$ cat config.mk
export PLATFORM = sky130hd
export DESIGN_NAME = regfile_write_buffer_flat
export DESIGN_NICKNAME = d
export VERILOG_FILES = /design/src/rtl/regfile_write_buffer_if.sv /design/src/rtl/regfile_write_buffer.sv /design/src/flat_wrapper.sv
export SDC_FILE = /design/constraint.sdc
export NUM_CORES = 1
export LEC_CHECK = 0
export CORE_UTILIZATION = 25
export DETAILED_ROUTE_END_ITERATION = 12
export PLACE_DENSITY = 0.54
export SLEW_MARGIN = 30
export SYNTH_ARGS = -nofsm -noshare
export SYNTH_HDL_FRONTEND = slang
export SYNTH_SLANG_ARGS = --single-unit
$ cat constraint.sdc
create_clock -name CLK -period 11.28 [get_ports CLK]
set_clock_uncertainty 0.1 [all_clocks]
set_input_delay 2.256 -clock CLK [delete_from_list [all_inputs] [get_ports CLK]]
set_output_delay 2.256 -clock CLK [all_outputs]
set_load 0.005 [all_outputs]
$ cat src/rtl/regfile_write_buffer_if.sv
// Handshake and data bundle between producers, the write buffer and the register file.
// slave is the buffer's view; master is the view of whatever surrounds it.
interface regfile_write_buffer_if #(
  parameter int unsigned width    = 32,
  parameter int unsigned n        = 5,
  parameter int unsigned depth    = 4,
  parameter int unsigned logDepth = 2
);
  logic                ENQ_EN_WRITE;
  logic [n-1:0]        ENQ_INDEX_WRITE;
  logic [width-1:0]    ENQ_DATA_WRITE;
  logic                ENQ_RDY_READ;
  logic                DRAIN_EN_WRITE;
  logic                RF_WRITE_EN;
  logic [n-1:0]        RF_WRITE_INDEX;
  logic [width-1:0]    RF_WRITE_DATA;
  logic [n-1:0]        LOOKUP_INDEX_WRITE;
  logic [n-1:0]        RF_READ_REQ;
  logic [width-1:0]    RF_READ_RESP;
  logic                LOOKUP_HIT_READ;
  logic [width-1:0]    LOOKUP_DATA_READ;
  logic [logDepth:0]   COUNT_READ;

  modport slave (
    input  ENQ_EN_WRITE, ENQ_INDEX_WRITE, ENQ_DATA_WRITE, DRAIN_EN_WRITE,
    input  LOOKUP_INDEX_WRITE, RF_READ_RESP,
    output ENQ_RDY_READ, RF_WRITE_EN, RF_WRITE_INDEX, RF_WRITE_DATA,
    output RF_READ_REQ, LOOKUP_HIT_READ, LOOKUP_DATA_READ, COUNT_READ
  );

  modport master (
    output ENQ_EN_WRITE, ENQ_INDEX_WRITE, ENQ_DATA_WRITE, DRAIN_EN_WRITE,
    output LOOKUP_INDEX_WRITE, RF_READ_RESP,
    input  ENQ_RDY_READ, RF_WRITE_EN, RF_WRITE_INDEX, RF_WRITE_DATA,
    input  RF_READ_REQ, LOOKUP_HIT_READ, LOOKUP_DATA_READ, COUNT_READ
  );
endinterface

$ cat src/rtl/regfile_write_buffer.sv
// Write-side FIFO in front of a single-write-port register file, with read forwarding
// of the youngest buffered value for a looked-up index.
module regfile_write_buffer #(
  parameter int unsigned width    = 32,
  parameter int unsigned n        = 5,
  parameter int unsigned depth    = 4,
  parameter int unsigned logDepth = 2
) (
  input logic                    CLK,
  input logic                    RST_N,
  regfile_write_buffer_if.slave  bus
);

  localparam logic [logDepth:0] DepthCnt = (logDepth + 1)'(depth);

  logic [width-1:0]    data_q [depth];
  logic [n-1:0]        idx_q  [depth];
  logic [depth-1:0]    valid_q;
  logic [logDepth-1:0] head_q, tail_q;
  logic [logDepth:0]   count_q;

  logic enq_rdy, enq_acc, deq;
  logic             hit;
  logic [width-1:0] fwd;

  // Ready depends on occupancy only, never on the drain side.
  assign enq_rdy = RST_N && (count_q != DepthCnt);
  assign enq_acc = bus.ENQ_EN_WRITE && enq_rdy;
  assign deq     = RST_N && (count_q != '0) && bus.DRAIN_EN_WRITE;

  assign bus.ENQ_RDY_READ     = enq_rdy;
  assign bus.RF_WRITE_EN      = deq;
  assign bus.RF_WRITE_INDEX   = idx_q[head_q];
  assign bus.RF_WRITE_DATA    = data_q[head_q];
  assign bus.RF_READ_REQ      = bus.LOOKUP_INDEX_WRITE;
  assign bus.LOOKUP_HIT_READ  = hit;
  assign bus.LOOKUP_DATA_READ = fwd;
  assign bus.COUNT_READ       = count_q;

  // Pointer, occupancy and valid-bit tracking.
  always_ff @(posedge CLK) begin
    if (!RST_N) begin
      head_q  <= '0;
      tail_q  <= '0;
      count_q <= '0;
      valid_q <= '0;
    end else begin
      if (enq_acc) begin
        tail_q          <= tail_q + 1'b1;
        valid_q[tail_q] <= 1'b1;
      end
      if (deq) begin
        head_q          <= head_q + 1'b1;
        valid_q[head_q] <= 1'b0;
      end
      count_q <= count_q + (logDepth + 1)'(enq_acc) - (logDepth + 1)'(deq);
    end
  end

  // Entry payload storage; contents are meaningless unless the valid bit is set.
  always_ff @(posedge CLK) begin
    if (enq_acc) begin
      data_q[tail_q] <= bus.ENQ_DATA_WRITE;
      idx_q[tail_q]  <= bus.ENQ_INDEX_WRITE;
    end
  end

  // Scan oldest to youngest so the youngest match overrides; the head being drained
  // this cycle still forwards because the register file has not captured it yet.
  always_comb begin
    logic [logDepth-1:0] slot;
    hit  = 1'b0;
    fwd  = bus.RF_READ_RESP;
    slot = '0;
    for (int unsigned i = 0; i < depth; i++) begin
      slot = head_q + logDepth'(i);
      if (valid_q[slot] && (idx_q[slot] == bus.LOOKUP_INDEX_WRITE)) begin
        hit = 1'b1;
        fwd = data_q[slot];
      end
    end
  end

endmodule
$ cat src/flat_wrapper.sv
// flat-port wrapper written by rule: the top's interface ports become plain ports
module regfile_write_buffer_flat 
#(
  parameter int unsigned width    = 32,
  parameter int unsigned n        = 5,
  parameter int unsigned depth    = 4,
  parameter int unsigned logDepth = 2
)
  (CLK, RST_N, bus_ENQ_EN_WRITE, bus_ENQ_INDEX_WRITE, bus_ENQ_DATA_WRITE, bus_DRAIN_EN_WRITE, bus_LOOKUP_INDEX_WRITE, bus_RF_READ_RESP, bus_ENQ_RDY_READ, bus_RF_WRITE_EN, bus_RF_WRITE_INDEX, bus_RF_WRITE_DATA, bus_RF_READ_REQ, bus_LOOKUP_HIT_READ, bus_LOOKUP_DATA_READ, bus_COUNT_READ);
  regfile_write_buffer_if #(.width(width), .n(n), .depth(depth), .logDepth(logDepth)) bus_i ();
  input logic CLK;
  input logic RST_N;
  input wire logic [$bits(bus_i.ENQ_EN_WRITE)-1:0] bus_ENQ_EN_WRITE;
  input wire logic [$bits(bus_i.ENQ_INDEX_WRITE)-1:0] bus_ENQ_INDEX_WRITE;
  input wire logic [$bits(bus_i.ENQ_DATA_WRITE)-1:0] bus_ENQ_DATA_WRITE;
  input wire logic [$bits(bus_i.DRAIN_EN_WRITE)-1:0] bus_DRAIN_EN_WRITE;
  input wire logic [$bits(bus_i.LOOKUP_INDEX_WRITE)-1:0] bus_LOOKUP_INDEX_WRITE;
  input wire logic [$bits(bus_i.RF_READ_RESP)-1:0] bus_RF_READ_RESP;
  output wire logic [$bits(bus_i.ENQ_RDY_READ)-1:0] bus_ENQ_RDY_READ;
  output wire logic [$bits(bus_i.RF_WRITE_EN)-1:0] bus_RF_WRITE_EN;
  output wire logic [$bits(bus_i.RF_WRITE_INDEX)-1:0] bus_RF_WRITE_INDEX;
  output wire logic [$bits(bus_i.RF_WRITE_DATA)-1:0] bus_RF_WRITE_DATA;
  output wire logic [$bits(bus_i.RF_READ_REQ)-1:0] bus_RF_READ_REQ;
  output wire logic [$bits(bus_i.LOOKUP_HIT_READ)-1:0] bus_LOOKUP_HIT_READ;
  output wire logic [$bits(bus_i.LOOKUP_DATA_READ)-1:0] bus_LOOKUP_DATA_READ;
  output wire logic [$bits(bus_i.COUNT_READ)-1:0] bus_COUNT_READ;
  assign bus_i.ENQ_EN_WRITE = bus_ENQ_EN_WRITE;
  assign bus_i.ENQ_INDEX_WRITE = bus_ENQ_INDEX_WRITE;
  assign bus_i.ENQ_DATA_WRITE = bus_ENQ_DATA_WRITE;
  assign bus_i.DRAIN_EN_WRITE = bus_DRAIN_EN_WRITE;
  assign bus_i.LOOKUP_INDEX_WRITE = bus_LOOKUP_INDEX_WRITE;
  assign bus_i.RF_READ_RESP = bus_RF_READ_RESP;
  assign bus_ENQ_RDY_READ = bus_i.ENQ_RDY_READ;
  assign bus_RF_WRITE_EN = bus_i.RF_WRITE_EN;
  assign bus_RF_WRITE_INDEX = bus_i.RF_WRITE_INDEX;
  assign bus_RF_WRITE_DATA = bus_i.RF_WRITE_DATA;
  assign bus_RF_READ_REQ = bus_i.RF_READ_REQ;
  assign bus_LOOKUP_HIT_READ = bus_i.LOOKUP_HIT_READ;
  assign bus_LOOKUP_DATA_READ = bus_i.LOOKUP_DATA_READ;
  assign bus_COUNT_READ = bus_i.COUNT_READ;
  regfile_write_buffer #(.width(width), .n(n), .depth(depth), .logDepth(logDepth)) u_core (.CLK(CLK), .RST_N(RST_N), .bus(bus_i));
endmodule
# Word-level counts from Yosys, hierarchy flattened
# Memory sizes are Yosys's and may differ from the RTL's. A register that Yosys moved wholly into a read port is not among the register bits.
# Cells that the tools add are included.
# Widths: inputs -> output; s select.
# op_classes
n_lt_le_gt_ge,7
n_eq_ne,5
mux,29
n_bitwise,3
n_addsub,6
n_reduce_logical,11
# op_table
operator,n
$mux 32,4
$eq 5x5->1,4
$lt 2x3->1 const B,5
$mux 1,12
$mux 4,3
$logic_and 1x1->1,10
$bmux 1 s2,4
$mux 2,4
$add 2x1->2 const B,2
$add 2x2->2 const B,2
$and 4x4->4,1
$demux 1 s2,2
$ge 2x1->1 const B,2
$not 4->4,1
$or 4x4->4,1
$add 3x1->3,1
$ne 3x3->1 const B,1
$reduce_bool 3->1,1
$sub 3x1->3,1
# word_totals
n_memories,2
out_inout_bits,80
ff_bits,11
ram_bits,148
word_cells,67
# mem_list
name,depth,word_bits,read_ports,rd_ports_with_merged_regs,write_ports,line,rtl
u_core.data_q,4,32,4,1,1,regfile_write_buffer.sv:16,logic [width-1:0] data_q [depth];
u_core.idx_q,4,5,4,1,1,regfile_write_buffer.sv:17,logic [n-1:0] idx_q [depth];

# Longest topological paths before layout
# logic_depth
ltp_word,9
depth_mapped,14

# Worst setup path before layout
# OpenSTA, ideal clock, no wires.
# synth_path
kind,in2out
startpoint,input bus_LOOKUP_INDEX_WRITE[1]
endpoint,output bus_LOOKUP_DATA_READ[16]
stages,10
path_slack_ps,4736
arrival_time_ps,4188
path_cell_list,clkbuf_1 > nand2b_1 > a32oi_1 > or3_1 > a211o_1 > buf_2 > nor2b_1 > buf_2 > buf_2 > a211o_1
# synth_between
elab_chain_len,6
elab_cells_between_ends,12
classes_between,eq/ne (4); mux (4); reduce/logical (4)
# synth_lines
item,line,rtl
"start, declared",flat_wrapper.sv:17,input wire logic [$bits(bus_i.LOOKUP_INDEX_WRITE)-1:0] bus_LOOKUP_INDEX_WRITE;
$eq 5x5->1,regfile_write_buffer.sv:77,if (valid_q[slot] && (idx_q[slot] == bus.LOOKUP_INDEX_WRITE)) begin
$logic_and 1x1->1,regfile_write_buffer.sv:77,
$mux 32 (3 in a row),regfile_write_buffer.sv:77,
$mux 32 *,regfile_write_buffer.sv:77,
"end, declared",flat_wrapper.sv:25,output wire logic [$bits(bus_i.LOOKUP_DATA_READ)-1:0] bus_LOOKUP_DATA_READ;
# Mark *: on every way between the ends. The rest lies on a longest branch, timed or not.

# Final worst setup path
# layout_path
startpoint,input bus_LOOKUP_INDEX_WRITE[1]
endpoint,output bus_LOOKUP_DATA_READ[30]
# Same word-level chain as after synthesis.

==> qor.yml <==
run_status:
  status: "finished, final reports clean"
layout:
  fin_cells: 1434
  fin_nets: 984
  area_growth_pct: 27.2
  fill_cells: 4043
  drive_above_1_share: 0.188
critical_path:
  critical_path.max_fanout: 31
  criticalPathCategory: "primary input to output pin"
  cp_slowest_cell: "clkdlybuf4s50_1"
  slowest_delay_ns: 0.72
  crit_arrival_ns: 5.82
  crit_buf_inv: 3
  cp-end-kind: "output pin"
  critPathLaunchType: "primary input"
  crit_path_cell_trace: "clkdlybuf4s50_1 -> nand2b_1 -> a32oi_1 -> a2111o_1 -> a221oi_4 -> buf_4 -> o211ai_1 -> a31oi_1 -> clkdlybuf4s50_1"
  path_delay_family: "buffers and inverters"
  crit_required_ns: 8.92
  crit_top_cell: "clkdlybuf4s50_1"
place:
  routabilityCongestion: 0.789
  hpwl_mm: 19.0
  dp_cells: 1400
  numPortBuffers: 157
power_and_ir_drop:
  p_leak_nw: 4.06
  pwr-share-seq: 0.370
  power_frac_comb: 0.304
  peakVddDrop_mv: 0.0972
  clkPwrFrac: 0.326
  p_per_area_mw_per_mm2: 153
  p_sw_mw: 0.567
  p_sw_frac: 0.288
  p_int_mw: 1.40
clock_network:
  clock_latency_ns: 0.42
  postCtsSetupRepairBufs: 0
  cts.sinks: 161
  ctsHoldBuffers: 0
  root_buffer: "clkbuf_16"
  cts_tree: "done"
  cts-buffers-inserted: 17
  htree_levels: 4
  clkTransAtPathRegs_ns: 0.06
  ctsResizeCount: 0
  cts_buffer_depth: 2
flow_run:
  cap_violations: 0
floorplanning:
  start_util: 0.254
  num_io_pins: 158
  fp.dieArea_sq_mm: 0.0413
  rows: 73
  fp.dieW_microns: 203
  design.core.area_sq_mm: 0.0398
  chipHeight_microns: 203
sta:
  fmax_mhz: 122
  min_period_ns: 8.17
  slew_viol_final: 0
  rsz0062_at_grt: "false"
  hold-worst-slack_ns: 0.448
  worst_slew_pin_slew_ns: 0.861
  hold_violations: 0
  final.setup.tns_ns: 0
  relSlewSlack: 0.426
  post-route-period-util: 0.725
  setup_viol: 0
yosys:
  synth.cell_area_sq_mm: 0.0101
  synth_cell_type_count: 46
  syn-instance-count: 774
  synth-seq-cells: 161
  yosysSeqAreaShare: 0.464
  synth_ff_type: "edfxtp_1"
  syn_nets: 863
  ys_warn_count: 0
  avgSynthCellArea_sq_um: 13.1
  async_flop_share: 0
  synth_edf_count: 148
global_route:
  grt_max_degree: 80
  grt_pass1_vias: 7122
  antenna_found_initial: 2
  grt.total_usage: 0.140
  grt_overflow_total: 0
  grt_pass1_wl_mm: 43.3
routing:
  vias_per_cell: 4.92
  wl_per_cell_microns: 20.0
  drtIter0Drc: 398
  route.detailed.drc: 0
  firstDrtPassIters: 5
  vias: 7057
  ant_nets: 0
  drt_wl_total_mm: 28.6
hold_path:
  hp-class: "flop to flop"
Yosys cell counts (2+ instances only):
library cell  instances  share of area
a211oi_1              6         0.0044
mux4_2               77           0.17
xor2_1                3         0.0026
buf_2                10         0.0049
buf_1                14         0.0052
nand2_1              39          0.014
xnor2_1              18          0.016
o211a_1               3         0.0030
and3_1                9         0.0056
nand4_1               2         0.0012
o211ai_1              4         0.0030
o31ai_1               2         0.0015
ha_1                 10          0.012
a221oi_1              4         0.0035
mux2i_1             105           0.10
mux2_2               34          0.038
nor2_1               44          0.016
clkbuf_1             34          0.013
edfxtp_1            148           0.44
buf_4                11         0.0081
a21o_1               25          0.019
nand3_1              26          0.013
and2_1                4         0.0025
a211o_1               7         0.0061
nor2b_1               3         0.0019
inv_1                14         0.0052
o21ai_0              53          0.026
a31oi_1               2         0.0012
nand2b_1              2         0.0012
dfxtp_1              13          0.026
a21oi_1              31          0.015
buf_6                 3         0.0033
final cells by class:
class	count	area (sq um)	share of cell area
Tap cell	525	657	0.0510
Sequential cell	161	4710	0.366
Antenna cell	1	2.50	0.000194
Clock buffer	20	437	0.0339
Multi-Input combinational cell	526	5080	0.394
Timing Repair Buffer	174	1730	0.134
Inverter	15	56.3	0.00437
Clock inverter	12	208	0.0161
flip-flops by register name, summed over array words and instances, names as in the netlist, named ones only:
| name | cells |
|---|---|
| u_core.data_q | 128 |
| u_core.idx_q | 20 |
| u_core.valid_q | 4 |
| u_core.bus.COUNT_READ | 3 |
| u_core.head_q | 2 |
| u_core.tail_q | 2 |
worst register-to-register path: cells and delay by family, from the launching register on:
kind / cells / cell delay (ns)
and+or+nand+nor: 1 / 0.70
buffers and inverters: 2 / 0.59
DFF: 1 / 0.41
AOI/OAI and AO/OA: 1 / 0.37
per-stage QoR:
step | area, sq um | worst slack [ns] | util | power, mW
after detailed placement | 12200 | 3.13 | 0.307 | 1.34
after floorplan | 10100 | 4.74 | - | 1.12
after CTS | 12900 | 3.12 | 0.323 | 2.00
after global placement | 12200 | 3.10 | 0.306 | 1.34
final | 12900 | 3.11 | 0.324 | 1.97
after global routing | 12900 | 2.91 | 0.324 | 2.07
power groups by stage:
stage / Sequential (mW) / Clock (mW) / Combinational, mW
2_1_floorplan: 0.717 / 0 / 0.403
3_3_place_gp: 0.750 / 0 / 0.590
3_5_place_dp: 0.751 / 0 / 0.593
4_1_cts: 0.738 / 0.661 / 0.597
5_1_grt: 0.734 / 0.679 / 0.657
6_report: 0.727 / 0.641 / 0.598
metal layers:
layer	global-route usage	wire length, microns	up-vias
met5	0	11	-
met4	0.0389	469	2
met3	0.0256	1010	26
met2	0.235	14200	155
met1	0.184	13000	3600
li1	-	-	3274
cell families after synthesis:
family / Yosys count / share of synthesized area
compound gates: 147 / 0.0937
xor+xnor: 21 / 0.0182
fa+ha+maj: 11 / 0.0143
buf+inv: 87 / 0.0398
flops: 161 / 0.464
mux: 216 / 0.313
simple gates: 131 / 0.0572
path summary, 6_finish.rpt:
check | start | cells past startpoint | to | slack (ns)
max | bus_LOOKUP_INDEX_WRITE[1] | 9 | bus_LOOKUP_DATA_READ[30] | 3.11
min | u_core.valid_q[2] | 1 | u_core.valid_q[2] | 0.45
max reg2reg | u_core.bus.COUNT_READ[1] | 4 | u_core.data_q[3][2] | 8.77
min reg2reg | u_core.valid_q[2] | 1 | u_core.valid_q[2] | 0.45
cells in the final DEF (no fill, tap or decap), drive strengths merged, types with 6 or more instances in the layout:
cell type,instances
clkbuf,20
nand3,26
o21ai,53
nand2,39
clkdlybuf4s50,157
and3,9
mux2i,105
inv,16
a21o,25
ha,10
mux2,34
a21oi,31
mux4,77
edfxtp,148
nor2,44
dfxtp,13
buf,17
a211oi,6
a211o,7
xnor2,18
No activity file was read; power rests on OpenSTA's default activity.
